<file path="src/rtl/alu_pkg.sv">
// ---------------------------------------------------------------------------
// alu_pkg
// Shared definitions for the 2-bit add/subtract ALU.
//   OP_ADD / OP_SUB : encodings of the operation select input
//   ALU_W           : operand and result width
// ---------------------------------------------------------------------------
package alu_pkg;

    localparam int   ALU_W  = 2;
    localparam logic OP_ADD = 1'b0;
    localparam logic OP_SUB = 1'b1;

endpackage : alu_pkg

</file>
<file path="src/rtl/fulladdr.sv">
// ---------------------------------------------------------------------------
// fulladdr
// One-bit full adder primitive.
//   a, b : addend bits
//   cin  : carry in
//   sum  : a ^ b ^ cin
//   cout : carry out
// ---------------------------------------------------------------------------
module fulladdr (
    input  logic a,
    input  logic b,
    input  logic cin,
    output logic sum,
    output logic cout
);

    logic half_sum;

    assign half_sum = a ^ b;
    assign sum      = half_sum ^ cin;
    // Carry is generated by a&b or propagated from cin when exactly one of a/b is set.
    assign cout     = (a & b) | (cin & half_sum);

endmodule : fulladdr

</file>
<file path="src/rtl/mux2_1.sv">
// ---------------------------------------------------------------------------
// mux2_1
// One-bit 2:1 multiplexer primitive.
//   d0  : selected when sel = 0
//   d1  : selected when sel = 1
//   sel : select
//   y   : output
// ---------------------------------------------------------------------------
module mux2_1 (
    input  logic d0,
    input  logic d1,
    input  logic sel,
    output logic y
);

    assign y = sel ? d1 : d0;

endmodule : mux2_1

</file>
<file path="src/rtl/alu_2bit.sv">
// ---------------------------------------------------------------------------
// alu_2bit
// Two-bit add/subtract ALU with a registered result and carry-out.
// A ripple of two full adders computes A + (C ? ~B : B) + C; the 3-bit sum
// is captured in output flops one clock later.
//   clk : clock, rising edge active
//   rst : asynchronous active-high reset, clears D and E immediately
//   A   : operand A (2 bits)
//   B   : operand B (2 bits)
//   C   : operation select, OP_ADD (0) or OP_SUB (1)
//   D   : registered 2-bit result
//   E   : registered carry-out of the MSB adder
//         (add: unsigned overflow; subtract: 1 = no borrow, i.e. A >= B)
// ---------------------------------------------------------------------------
module alu_2bit
    import alu_pkg::*;
(
    input  logic             clk,
    input  logic             rst,
    input  logic [ALU_W-1:0] A,
    input  logic [ALU_W-1:0] B,
    input  logic             C,
    output logic [ALU_W-1:0] D,
    output logic             E
);

    logic             sub_sel;
    logic [ALU_W-1:0] b_inv;
    logic [ALU_W-1:0] b_sel;
    logic [ALU_W-1:0] sum_c;
    logic [ALU_W:0]   carry;

    logic [ALU_W-1:0] result_p1;
    logic             carry_p1;

    assign sub_sel = (C == OP_SUB);
    assign b_inv   = ~B;
    // Subtract is A + ~B + 1: the "+1" enters as carry-in of bit 0.
    assign carry[0] = sub_sel;

    // ---- stage 0: operand select and ripple-carry add ----
    for (genvar i = 0; i < ALU_W; i++) begin : g_bit
        mux2_1 u_bsel (
            .d0  (B[i]),
            .d1  (b_inv[i]),
            .sel (sub_sel),
            .y   (b_sel[i])
        );

        fulladdr u_fa (
            .a    (A[i]),
            .b    (b_sel[i]),
            .cin  (carry[i]),
            .sum  (sum_c[i]),
            .cout (carry[i+1])
        );
    end : g_bit

    // ---- stage 1: output registers ----
    always_ff @(posedge clk or posedge rst) begin
        if (rst) begin
            result_p1 <= '0;
            carry_p1  <= 1'b0;
        end else begin
            result_p1 <= sum_c;
            carry_p1  <= carry[ALU_W];
        end
    end

    assign D = result_p1;
    assign E = carry_p1;

endmodule : alu_2bit

</file>
<file path="config.mk">
export PLATFORM = sky130hd
export DESIGN_NAME = alu_2bit
export DESIGN_NICKNAME = d
export VERILOG_FILES = /design/src/rtl/alu_pkg.sv /design/src/rtl/fulladdr.sv /design/src/rtl/mux2_1.sv /design/src/rtl/alu_2bit.sv
export SDC_FILE = /design/constraint.sdc
export NUM_CORES = 1
export LEC_CHECK = 0
export BUFFER_PORTS_ARGS = -buffer_cell sky130_fd_sc_hd__clkbuf_2
export CAP_MARGIN = 15
export CORE_AREA = 5 5 42 44
export CTS_CLUSTER_SIZE = 24
export DETAILED_ROUTE_END_ITERATION = 6
export DIE_AREA = 0 0 47 49
export PLACE_DENSITY = 0.35
export SYNTH_ARGS = -nofsm -noshare
export SYNTH_HDL_FRONTEND = slang
export SYNTH_HIERARCHICAL = 1
export SYNTH_SLANG_ARGS = --single-unit
</file>
<file path="constraint.sdc">
create_clock -name clk -period 0.8 [get_ports clk]
set_input_delay 0 -clock clk [delete_from_list [all_inputs] [get_ports clk]]
set_output_delay 0 -clock clk [all_outputs]
set_load 0.05 [all_outputs]
</file>
* Yosys cells after proc, flatten, opt, wreduce, memory -nomap -nowiden *
Index checks and enable logic that the tools add are counted.

word-level totals
  memories kept = 0
  bits in latches = 0
  RAM bits = 0
  bits in read-only memories = 0
  input port bits = 7
  bits in registers = 3
  word-level logic and storage cells = 15

operators by class
  $lt $le $gt $ge = 0
  eq/ne operators = 0
  reductions and logical operators = 0
  $add $sub $neg = 0
  multiply operators = 0
  shift operators = 0
  bitwise gates (word level) = 11
  divide/modulo/power cells = 0
  muxes and demuxes = 2

operators with widths
  kind               count
  1-bit AND          4
  1-bit bitwise XOR  4
  1-bit 2-to-1 mux   2
  2-bit NOT          1
  1-bit bitwise OR   2

* Longest topological paths before layout *
  depth after elaboration = 7
  mapped depth = 4

* Modules after synthesis *
Netlist, hierarchy kept.

by module, submodules not included
  module    seq. area each (µm²)  times used  area an instance (µm²)  cells an instance
  alu_2bit  75.1                  1           86.3                    6
  fulladdr  0.0                   2           20.0                    1
  mux2_1    0.0                   2           15.0                    1

* Least setup slack after synthesis *
OpenSTA, ideal clock, no wires.

  path kind = input-to-reg
  from = input port C
  to = register result_p1[1] (netlist: D[1])
  library setup time = 0.136 ns
  stages = 3
  path slack = -0.437 ns
  data required time = 0.664 ns
  arrival time = 1.102 ns
  cells stage by stage = mux2_4 fa_1 fa_1

between the ends
  word-level cells in the longest chain between the ends = 5
  elaborated cells between the ends (all ways) = 8
  those cells by class = mux (2); bitwise (6)

RTL lines
  element                RTL line        source
  start, declared        alu_2bit.sv:22  input logic C,
  1-bit 2-to-1 mux       mux2_1.sv:16    assign y = sel ? d1 : d0;
  1-bit bitwise XOR      fulladdr.sv:19  assign half_sum = a ^ b;
  1-bit AND              fulladdr.sv:22  assign cout = (a & b) | (cin & half_sum);
  1-bit bitwise OR (*)   fulladdr.sv:22
  via carry[1]           alu_2bit.sv:31  logic [ALU_W:0] carry;
  1-bit bitwise XOR (*)  fulladdr.sv:20  assign sum = half_sum ^ cin;
  via sum_c[1]           alu_2bit.sv:30  logic [ALU_W-1:0] sum_c;
  end signal, assigned   alu_2bit.sv:65  result_p1 <= sum_c;
  end, declared          alu_2bit.sv:33  logic [ALU_W-1:0] result_p1;

The timed path passes the listed nets; every way through them passes the cells marked *.

* Worst setup path after layout *
  from = input port C
  to = register result_p1[1] (netlist: D[1])

between the ends
  word-level cells in the longest chain between the ends = 5
  elaborated cells between the ends (all ways) = 8
  those cells by class = mux (2); bitwise (6)

RTL lines
  element                RTL line        source
  1-bit 2-to-1 mux (*)   mux2_1.sv:16
  via b_sel[0]           alu_2bit.sv:29  logic [ALU_W-1:0] b_sel;
  1-bit bitwise XOR      fulladdr.sv:19
  1-bit AND              fulladdr.sv:22
  1-bit bitwise OR (*)   fulladdr.sv:22
  via carry[1]           alu_2bit.sv:31
  1-bit bitwise XOR (*)  fulladdr.sv:20
  via sum_c[1]           alu_2bit.sv:30

Marks and branches as above.

==> impl_summary.md <==
Clock network
The TritonCTS clock tree is built. The count of H-tree levels built during CTS is 1. The total clock buffers created by CTS is 3. The clock passes through at most 2 buffers. The cell at the root of the clock tree is sky130_fd_sc_hd__clkbuf_4. Clock-pin slew was measured on the worst setup and hold paths at 0.04 ns. For this design, the sink count on the clock tree is 3.

Finish
The cell area after layout is 302 µm². Leaving out fill and tap cells, the most frequent cells in the layout are 4 x sky130_fd_sc_hd__clkbuf_2, 3 x sky130_fd_sc_hd__dfrtp_1, 3 x sky130_fd_sc_hd__inv_1, 3 x sky130_fd_sc_hd__clkbuf_4, 3 x sky130_fd_sc_hd__buf_6. Of the cells placed in the final design, the portion with a size suffix greater than 1 is 68.0%. The layout-stage area growth over the synthesis result is 92.8%. The repair_antennas step left the layout with diodes totalling 0.

For this run, the share of the core covered by cells in the final layout is 21.5%. The count of cells in the finished layout, fillers not included, comes to 41. The net count of the finished layout is 35. The most common library cell in the layout ignoring fill and taps is sky130_fd_sc_hd__clkbuf_2.

STA
The final setup slack of the worst path is -0.298 ns. The count of pins over their slew limit is 0. Setup repair after global routing could not meet its margin everywhere. The setup violation total in the final timing report is 2. The period utilization is 137%.

The maximum clock frequency is 911 MHz. The slew at the pin with the worst max-slew slack is 0.147 ns. The number of hold-slack violations in the final timing report is 0. The worst relative slew slack is 90.3%. Hold timing on the final database bottoms out at a slack of around 0.10 ns. Subtracting the final worst setup slack from the clock period gives approximately 1.1 ns.

Routing
The detail route stage leaves a number of antenna-violating nets equal to 0. In the routed layout, each cell is associated on average with a via count of 3.17. The routed wire length per instance is about 8.9 µm. For this run, the detailed router's first-pass iteration total came to 1. In the routed design, unresolved DRC markers number 0. For this block, the initial DRC count from the detailed router was 0. The routed layout has 130 vias. Wires add up to between 300 and 400 µm.

Global route
The number of antenna violations at the first check in global routing came to 0. The first global-routing pass estimated approximately 640 µm of wire. In this run the most used layer during global routing was met4. The via count of the first global-routing pass is between 150 and 200. The total global routing track utilization is approximately 4.6%. The met1 usage is 3.82%. Entering global routing, the biggest net connects 4 pins. For this run, global-route usage on met3 was measured as 2.95%.

The met2 layer usage reported by global route is under 10%. After global routing the overflow that remains totals 0.

Setup path
The worst-path maximum fanout is 2. The master of the slowest instance on the critical path is sky130_fd_sc_hd__fa_2. The critical path goes through buf_6 > mux2_4 > fa_2 > fa_2.

Broken down by cell family, the worst path's largest delay share belongs to adder cells. The buffering stage count on the worst path with inverters included is 1. The most used cell along the critical path is sky130_fd_sc_hd__fa_2. Data on the critical path arrives at its endpoint at 1.26 ns. The category of the most critical setup path is primary input to flop.

The kind of capture point of the worst setup path is a flop. In this design, the stage delay of the slowest critical-path cell is 0.53 ns. The required time of the critical path is slightly below 1 ns. STA classifies the critical path startpoint as a primary input.

Pwr
The leakage component of the power is 0.151 nW. Dividing total power by cell area gives a power density of 2280 mW/mm². The worst-case IR drop observed on VDD is around 0.38 mV.

Synthesis
The net count after synthesis is 19. The count of yosys warnings during synthesis is 6. Synthesis inferred 3 register bits. The cell count after synthesis came out at 10. The area of the mapped netlist is 156 µm². For this run, the register share of the synthesized area comes to 48.0%. The synthesized netlist contains 4 unique library cells.

A synthesized cell averages 15.6 µm².

Place
Port buffering added 9 buffers. The number of cells after detailed placement is 36. The area after detailed placement is 231 µm². The congestion estimate from routability-driven global placement came to ~0.64.

Floorplan
The floorplan has 14 rows. The height of the die is 49 µm. The core region is 0.00140 mm². The initial utilization of the core area, before any placement, comes to 11.2%. The overall die area is 0.00230 mm². The die is 47 µm wide. Pin placement for this block handled 10 I/O pins.

Status
The run finished, with violations left. The final reports fail on negative setup slack.

Min path
The min-delay analysis places its worst path in the category primary input to flop.

Flow run
Max-cap violations in this run came to 0.
-- flip-flops by register name, summed over array words and instances, names as in the netlist --
signal / cells
E: 1
D: 2
-- Yosys cell counts --
library cell              number  area [µm²]
sky130_fd_sc_hd__fa_1          2        40.0
sky130_fd_sc_hd__inv_1         3        11.3
sky130_fd_sc_hd__mux2_4        2        30.0
sky130_fd_sc_hd__dfrtp_1       3        75.1
-- power by group --
group	internal (mW)	switching (mW)	total [mW]	leakage, nW
clock network	0.187	0.0768	0.264	0.0150
logic	0.101	0.134	0.235	0.101
registers	0.178	0.0118	0.190	0.0350
total	0.466	0.222	0.689	0.151
-- routing by layer --
layer	wire length (µm)	vias to the layer above
li1	-	58
met1	97	60
met2	186	10
met3	76	2
met4	4	0
met5	0	-
-- kinds of logic after synthesis --
family and share of synthesized area [%]:
flops 48.0, buf+inv 7.20, mux 19.2, fa+ha+maj 25.6
-- area by class of cell --
class	count	area, µm²
clock buffers	4	26.3
fillers	163	1100
flip-flops and latches	3	75.1
inverters	3	11.3
well taps	16	20.0
repair buffers	11	93.8
multi-input cells	4	75.1
-- worst paths after layout --
check,start,endpoint,slack (ns),depth (start not counted)
min in group asynchronous,rst,D[0],0.16,3
hold / removal,A[1],E,0.10,2
max in group asynchronous,rst,E,0.51,3
setup / recovery,C,D[1],-0.30,4
-- per-stage QoR --
stage	worst slack [ns]	setup TNS [ns]	power (mW)
floorplan	-0.366	-0.714	0.312
global placement	-0.501	-1.12	0.369
detailed placement	-0.512	-1.15	0.376
CTS	-0.263	-0.463	0.684
global route	-0.308	-0.486	0.732
finish	-0.298	-0.473	0.689
-- what timing repair did --
item | in CTS | in global routing
gates cloned | 0 | 0
resized for setup | 4 | 8
endpoints found under the setup margin | 5 | 5
setup buffers | 0 | 0
hold buffers | 1 | 0
hold endpoints to repair | 3 | 0
(Power assumes the default switching activity.)
